## src/rtl/alu_pkg.sv

```systemverilog
// Shared types and constants for the 4-bit ALU issuer and its response queue.
package alu_pkg;

  localparam int unsigned OPND_W  = 4;
  localparam int unsigned RES_W   = 8;
  localparam int unsigned OP_W    = 2;
  localparam int unsigned TAG_W   = 2;
  localparam int unsigned CNT_W   = 4;
  localparam int unsigned QCNT_W  = 2;
  localparam int unsigned Q_DEPTH = 2;

  localparam logic [OP_W-1:0] OP_ADD = 2'b00;
  localparam logic [OP_W-1:0] OP_MUL = 2'b01;
  localparam logic [OP_W-1:0] OP_SUB = 2'b10;
  localparam logic [OP_W-1:0] OP_DIV = 2'b11;

  typedef enum logic {
    ST_IDLE = 1'b0,
    ST_WAIT = 1'b1
  } state_e;

  typedef struct packed {
    logic [RES_W-1:0] data;
    logic [TAG_W-1:0] tag;
    logic             zero;
    logic             err;
  } rsp_entry_t;

endpackage

```

## src/rtl/alu_rsp_fifo.sv

```systemverilog
// Two-entry response FIFO; the head entry is always held in ent0_q.
module alu_rsp_fifo
  import alu_pkg::*;
(
  input  logic              clk,
  input  logic              rst,
  input  logic              push_i,
  input  rsp_entry_t        din_i,
  input  logic              pop_i,
  output rsp_entry_t        head_o,
  output logic [QCNT_W-1:0] count_o
);

  rsp_entry_t        ent0_q, ent0_d;
  rsp_entry_t        ent1_q, ent1_d;
  logic [QCNT_W-1:0] cnt_q, cnt_d;
  logic              pop_c;

  // Next-state of the storage: pop shifts entry 1 forward, push fills the first free slot.
  always_comb begin
    ent0_d = ent0_q;
    ent1_d = ent1_q;
    cnt_d  = cnt_q;
    pop_c  = pop_i && (cnt_q != '0);
    unique case ({push_i, pop_c})
      2'b10: begin
        if (cnt_q == '0) ent0_d = din_i;
        else             ent1_d = din_i;
        cnt_d = cnt_q + QCNT_W'(1);
      end
      2'b01: begin
        ent0_d = ent1_q;
        cnt_d  = cnt_q - QCNT_W'(1);
      end
      2'b11: begin
        if (cnt_q == QCNT_W'(1)) begin
          ent0_d = din_i;
        end else begin
          ent0_d = ent1_q;
          ent1_d = din_i;
        end
      end
      default: ;
    endcase
  end

  // Storage registers with synchronous reset.
  always_ff @(posedge clk) begin
    if (rst) begin
      ent0_q <= '0;
      ent1_q <= '0;
      cnt_q  <= '0;
    end else begin
      ent0_q <= ent0_d;
      ent1_q <= ent1_d;
      cnt_q  <= cnt_d;
    end
  end

  assign head_o  = ent0_q;
  assign count_o = cnt_q;

endmodule

```

## src/rtl/alu_op_issuer.sv

```systemverilog
// Command-side initiator for the 4-bit ALU: issues one operation at a time,
// captures the result after ALU_LATENCY and returns it through a 2-entry queue.
// Optional feature macro: ALU_ISSUER_DIVZERO_EN (divide-by-zero short-circuit).
module alu_op_issuer
  import alu_pkg::*;
#(
  parameter int unsigned ALU_LATENCY = 1
) (
  input  logic             clk,
  input  logic             rst,
  input  logic             cmd_valid,
  output logic             cmd_ready,
  input  logic [OPND_W-1:0] cmd_a,
  input  logic [OPND_W-1:0] cmd_b,
  input  logic [OP_W-1:0]  cmd_op,
  output logic [OPND_W-1:0] alu_a,
  output logic [OPND_W-1:0] alu_b,
  output logic [OP_W-1:0]  alu_op,
  input  logic [RES_W-1:0] alu_result,
  output logic             rsp_valid,
  input  logic             rsp_ready,
  output logic [RES_W-1:0] rsp_data,
  output logic [TAG_W-1:0] rsp_tag,
  output logic             rsp_zero,
  output logic             rsp_err
);

  state_e            state_q, state_d;
  logic [CNT_W-1:0]  cnt_q;
  logic [TAG_W-1:0]  tag_q;
  logic [TAG_W-1:0]  cur_tag_q;
  logic [OPND_W-1:0] alu_a_q, alu_b_q;
  logic [OP_W-1:0]   alu_op_q;
  logic [QCNT_W-1:0] q_count;
  rsp_entry_t        head;
  rsp_entry_t        push_entry;
  logic              push_c;
  logic              accept_c;
  logic              divzero_c;
  logic              dz_pend_q;
  logic [QCNT_W:0]   occ_c;

  assign accept_c = cmd_valid && cmd_ready;

`ifdef ALU_ISSUER_DIVZERO_EN
  assign divzero_c = (cmd_op == OP_DIV) && (cmd_b == '0);

  // A short-circuited div pushes its error response on the edge after accept.
  always_ff @(posedge clk) begin
    if (rst) dz_pend_q <= 1'b0;
    else     dz_pend_q <= accept_c && divzero_c;
  end
`else
  assign divzero_c = 1'b0;
  assign dz_pend_q = 1'b0;
`endif

  // FSM state register.
  always_ff @(posedge clk) begin
    if (rst) state_q <= ST_IDLE;
    else     state_q <= state_d;
  end

  // FSM next state: leave IDLE on an issued command, return once the counter has expired.
  always_comb begin
    state_d = state_q;
    unique case (state_q)
      ST_IDLE: if (accept_c && !divzero_c) state_d = ST_WAIT;
      ST_WAIT: if (cnt_q == '0)            state_d = ST_IDLE;
      default: state_d = ST_IDLE;
    endcase
  end

  // FSM outputs: ready counts a pending error push as occupied; capture pushes the sampled result.
  always_comb begin
    cmd_ready  = 1'b0;
    push_c     = 1'b0;
    push_entry = '0;
    occ_c      = (QCNT_W+1)'(q_count) + (QCNT_W+1)'(dz_pend_q);
    unique case (state_q)
      ST_IDLE: cmd_ready = !rst && (occ_c < (QCNT_W+1)'(Q_DEPTH));
      ST_WAIT: begin
        if (cnt_q == '0) begin
          push_c     = 1'b1;
          push_entry = '{data: alu_result, tag: cur_tag_q,
                         zero: (alu_result == '0), err: 1'b0};
        end
      end
      default: ;
    endcase
    if (dz_pend_q) begin
      push_c     = 1'b1;
      push_entry = '{data: 8'hFF, tag: cur_tag_q, zero: 1'b0, err: 1'b1};
    end
  end

  // Issue datapath: operand registers, wait counter and tag counter.
  always_ff @(posedge clk) begin
    if (rst) begin
      alu_a_q   <= '0;
      alu_b_q   <= '0;
      alu_op_q  <= '0;
      cnt_q     <= '0;
      tag_q     <= '0;
      cur_tag_q <= '0;
    end else if (accept_c) begin
      tag_q     <= tag_q + TAG_W'(1);
      cur_tag_q <= tag_q;
      if (!divzero_c) begin
        alu_a_q  <= cmd_a;
        alu_b_q  <= cmd_b;
        alu_op_q <= cmd_op;
        cnt_q    <= CNT_W'(ALU_LATENCY);
      end
    end else if ((state_q == ST_WAIT) && (cnt_q != '0)) begin
      cnt_q <= cnt_q - CNT_W'(1);
    end
  end

  alu_rsp_fifo u_fifo (
    .clk     (clk),
    .rst     (rst),
    .push_i  (push_c),
    .din_i   (push_entry),
    .pop_i   (rsp_ready),
    .head_o  (head),
    .count_o (q_count)
  );

  assign alu_a     = alu_a_q;
  assign alu_b     = alu_b_q;
  assign alu_op    = alu_op_q;
  assign rsp_valid = (q_count != '0);
  assign rsp_data  = head.data;
  assign rsp_tag   = head.tag;
  assign rsp_zero  = head.zero;
  assign rsp_err   = head.err;

endmodule

```

## config.mk

```make
export PLATFORM = sky130hd
export DESIGN_NAME = alu_op_issuer
export DESIGN_NICKNAME = d
export VERILOG_FILES = /design/src/rtl/alu_pkg.sv /design/src/rtl/alu_rsp_fifo.sv /design/src/rtl/alu_op_issuer.sv
export SDC_FILE = /design/constraint.sdc
export NUM_CORES = 1
export LEC_CHECK = 0
export ABC_AREA = 1
export BUFFER_PORTS_ARGS = -buffer_cell sky130_fd_sc_hd__clkbuf_2
export CAP_MARGIN = 5
export CORE_UTILIZATION = 52
export CTS_BUF_LIST = sky130_fd_sc_hd__clkbuf_4 sky130_fd_sc_hd__clkbuf_8 sky130_fd_sc_hd__clkbuf_16
export DETAILED_ROUTE_END_ITERATION = 10
export PLACE_DENSITY = 0.74
export SLEW_MARGIN = 25
export SYNTH_ARGS = -nofsm -noshare
export SYNTH_HDL_FRONTEND = slang
export SYNTH_SLANG_ARGS = --single-unit
```

## constraint.sdc

```tcl
create_clock -name clk -period 2.15 [get_ports clk]
set_input_delay 0.215 -clock clk [delete_from_list [all_inputs] [get_ports clk]]
set_output_delay 0.215 -clock clk [all_outputs]
set_load 0.03 [all_outputs]
```

==> reports/results.tsv <==
metric	value	unit
sequential share of the synthesized area	44.97	%
DR WL met2	1904	um
first-pass GRT wire length	6913	um
number of port buffers	44	
unrepaired setup endpoints after global routing	no	
TNS Setup	0	ns
met3 wire len	140	um
status	finished clean	
Ports	46	
clock sink count	43	
Lkg Pwr	0.001051	uW
worst path required time	2.34	ns
Iter 0 DRT Violations	97	
H-tree level count	2	
PD cells	1239	nW/um^2
largest net degree at the start of global routing	24	
synthesized net count	288	
highest clock rate	506.0	MHz
placed insts	340	
DIE HEIGHT	62.68	um
number of global-route vias before repair	1647	
# DRC	0	
final net count	330	
Vias	1747	
CP max FO	11	
Initial Util	55.62	%
Placer Congestion	0.9020	
r2r worst-path depth	12	
std cell rows	21	
GRT Overall Usage	22.15	%
worst path arrival time	2.17	ns
Syn-to-layout area delta	19.22	%
final number of max-transition violations	0	
Critical Path Sink Type	register	
clock buffer count from CTS	5	
Pre-Repair DR Iteration Count	4	
Post-Synthesis Cells	259	
post-route non-filler standard cell count	348	
Rel. slew slack	57.39	%
synth unique cells	25	
ant diodes	0	
post-route ant nets	0	
CTS tree	done	
uppermost layer routed	met4	
Vias/cell	5.020	
critical path class	register to register	
Util after Layout	66.30	%
Crit-path slowest cell	dfxtp_1	
Startpoint Class	register	
fin crit period	1.976	ns
Clock Latency Late Sink	0.30	ns
post-DP HPWL	2713	um
die width	62.68	um
core area	3442	sq um
total gr overflow	0	
VDD IR max	0.6875	mV
commonest cells after routing, fill and taps aside	nand2_1 (48), nor2_1 (44), clkbuf_2 (44), dfxtp_1 (43), a21oi_1 (26)	
share of cells above drive strength 1	23.84	%
worst hold path type	input port to register	
hold depth	3	
yosys warns	0	
root buf cell	clkbuf_8	
maxcap violations	0	
Layout Skew	0.004205	ns
total wire length	4045	um
Slew @ Worst Pin	0.6377	ns
Post-Synthesis Cell Area	1914	sq um
final instance area	2282	sq um
Final Hold Viols	0	
Worst-path clk slew	0.08	ns
metal1 wirelength	1886	um
Mapped Avg Cell Area	7.391	sq um
Routed wire per std cell	11.62	um
Critical Path Max Stage Delay	0.32	ns
antenna violations before repair	0	
CP Cell Sequence	inv_1 > ha_2 > nand2_2 > nor2_4 > inv_2 > ha_1 > o21bai_1 > buf_4 > nand3_1 > nand2_1 > a21oi_1 > nor2_1	
Period Utilization, post-route	91.93	%
commonest non-fill, non-tap cell in the layout	nand2_1	
Seq cells post-synth	43	
Die Area	3928	sq um
Longest Clk Path Bufs	2	
DP Area	2143	sq um
Final setup viols	0	
## cell families (layout without fill, tap and decap cells)
group                      Yosys count  after routing  share of synthesized area, %
buffers and inverters               33             76                         8.235
AOI/OAI and AO/OA                   54             54                         14.25
DFF                                 43             43                         44.97
xor gates and xnor gates             4              4                         1.830
adders and majority gates            7              7                         4.575
and+or+nand+nor                    117            117                         25.95
other                                1              1                        0.1959
## critical path, delay by kind of cell (launching register included)
family / cells / cell delay, ns
fa+ha+maj: 2 / 0.45
flops: 1 / 0.32
buf+inv: 3 / 0.37
simple gates: 5 / 0.41
compound gates: 2 / 0.32
## path summary, 6_finish.rpt
| check | from | end | slack (ns) |
|---|---|---|---|
| hold / removal | cmd_a[1] | alu_a[1] | 0.13 |
| setup reg to reg | cnt_q[0] | u_fifo.head_o[3] | 0.17 |
| hold reg to reg | alu_a[0] | alu_a[0] | 0.47 |
| setup / recovery | cnt_q[0] | u_fifo.head_o[3] | 0.17 |
## layer usage
layer / vias up / track usage [%]
met5: - / 0
met4: 0 / 11.63
met3: 13 / 4.380
met2: 48 / 38.45
met1: 779 / 25.51
li1: 907 / -
## registers in the layout, summed over array words and instances, names as in the netlist
name            flops
state_q             1
alu_a               4
u_fifo.ent1_q      11
cnt_q               4
u_fifo.head_o      11
tag_q               2
cur_tag_q           2
alu_op              2
u_fifo.count_o      2
alu_b               4
## cells in the mapped netlist
master	number	share of area (%)
a21oi_1	26	6.8
and2_1	1	0.33
buf_2	6	1.6
buf_4	3	1.2
buf_6	2	1.2
clkbuf_1	3	0.59
conb_1	1	0.20
dfxtp_1	43	45
ha_1	7	4.6
inv_1	13	2.5
inv_2	6	1.2
nand2_1	48	9.4
nand2_2	1	0.33
nand3_1	14	3.7
nand3_2	1	0.52
nand4_1	1	0.33
nor2_1	44	8.6
nor2_2	4	1.3
nor2_4	2	1.2
nor3_1	1	0.26
o21ai_0	17	4.4
o21ai_1	10	2.6
o21bai_1	1	0.39
xnor2_1	1	0.46
xor2_1	3	1.4
## cell type report
cell class / count / area [sq um]
multi-input cells: 183 / 898.4
repair buffers: 49 / 257.7
flip-flops and latches: 43 / 860.8
inverters: 19 / 71.32
fillers: 320 / 1160
well taps: 46 / 57.56
clock buffers: 5 / 68.82
clock inverters: 3 / 67.56
## per-stage QoR
stage | hold WS, ns | setup slack, ns | total power, uW
after global placement | 0.4483 | 0.2454 | 2073
after floorplan | 0.3432 | 0.1752 | 1853
after global routing | 0.1325 | 0.01760 | 2995
after detailed placement | 0.4531 | 0.2107 | 2086
final | 0.1327 | 0.1736 | 2828
after CTS | 0.1325 | 0.1440 | 2838
## where the power goes
| group | total [uW] | switching [uW] | leakage [uW] | internal [uW] |
|---|---|---|---|---|
| Clock | 749 | 286 | 0.0000644 | 463 |
| Combinational | 1010 | 699 | 0.000635 | 312 |
| Sequential | 1070 | 93.9 | 0.000352 | 974 |
## timing repair
action,in CTS,in global routing
endpoints found under the setup margin,0,1
resized for setup,0,1
hold buffers,0,0
hold endpoints to repair,0,0
setup buffers,0,0
No activity file was read; power rests on OpenSTA's default activity.
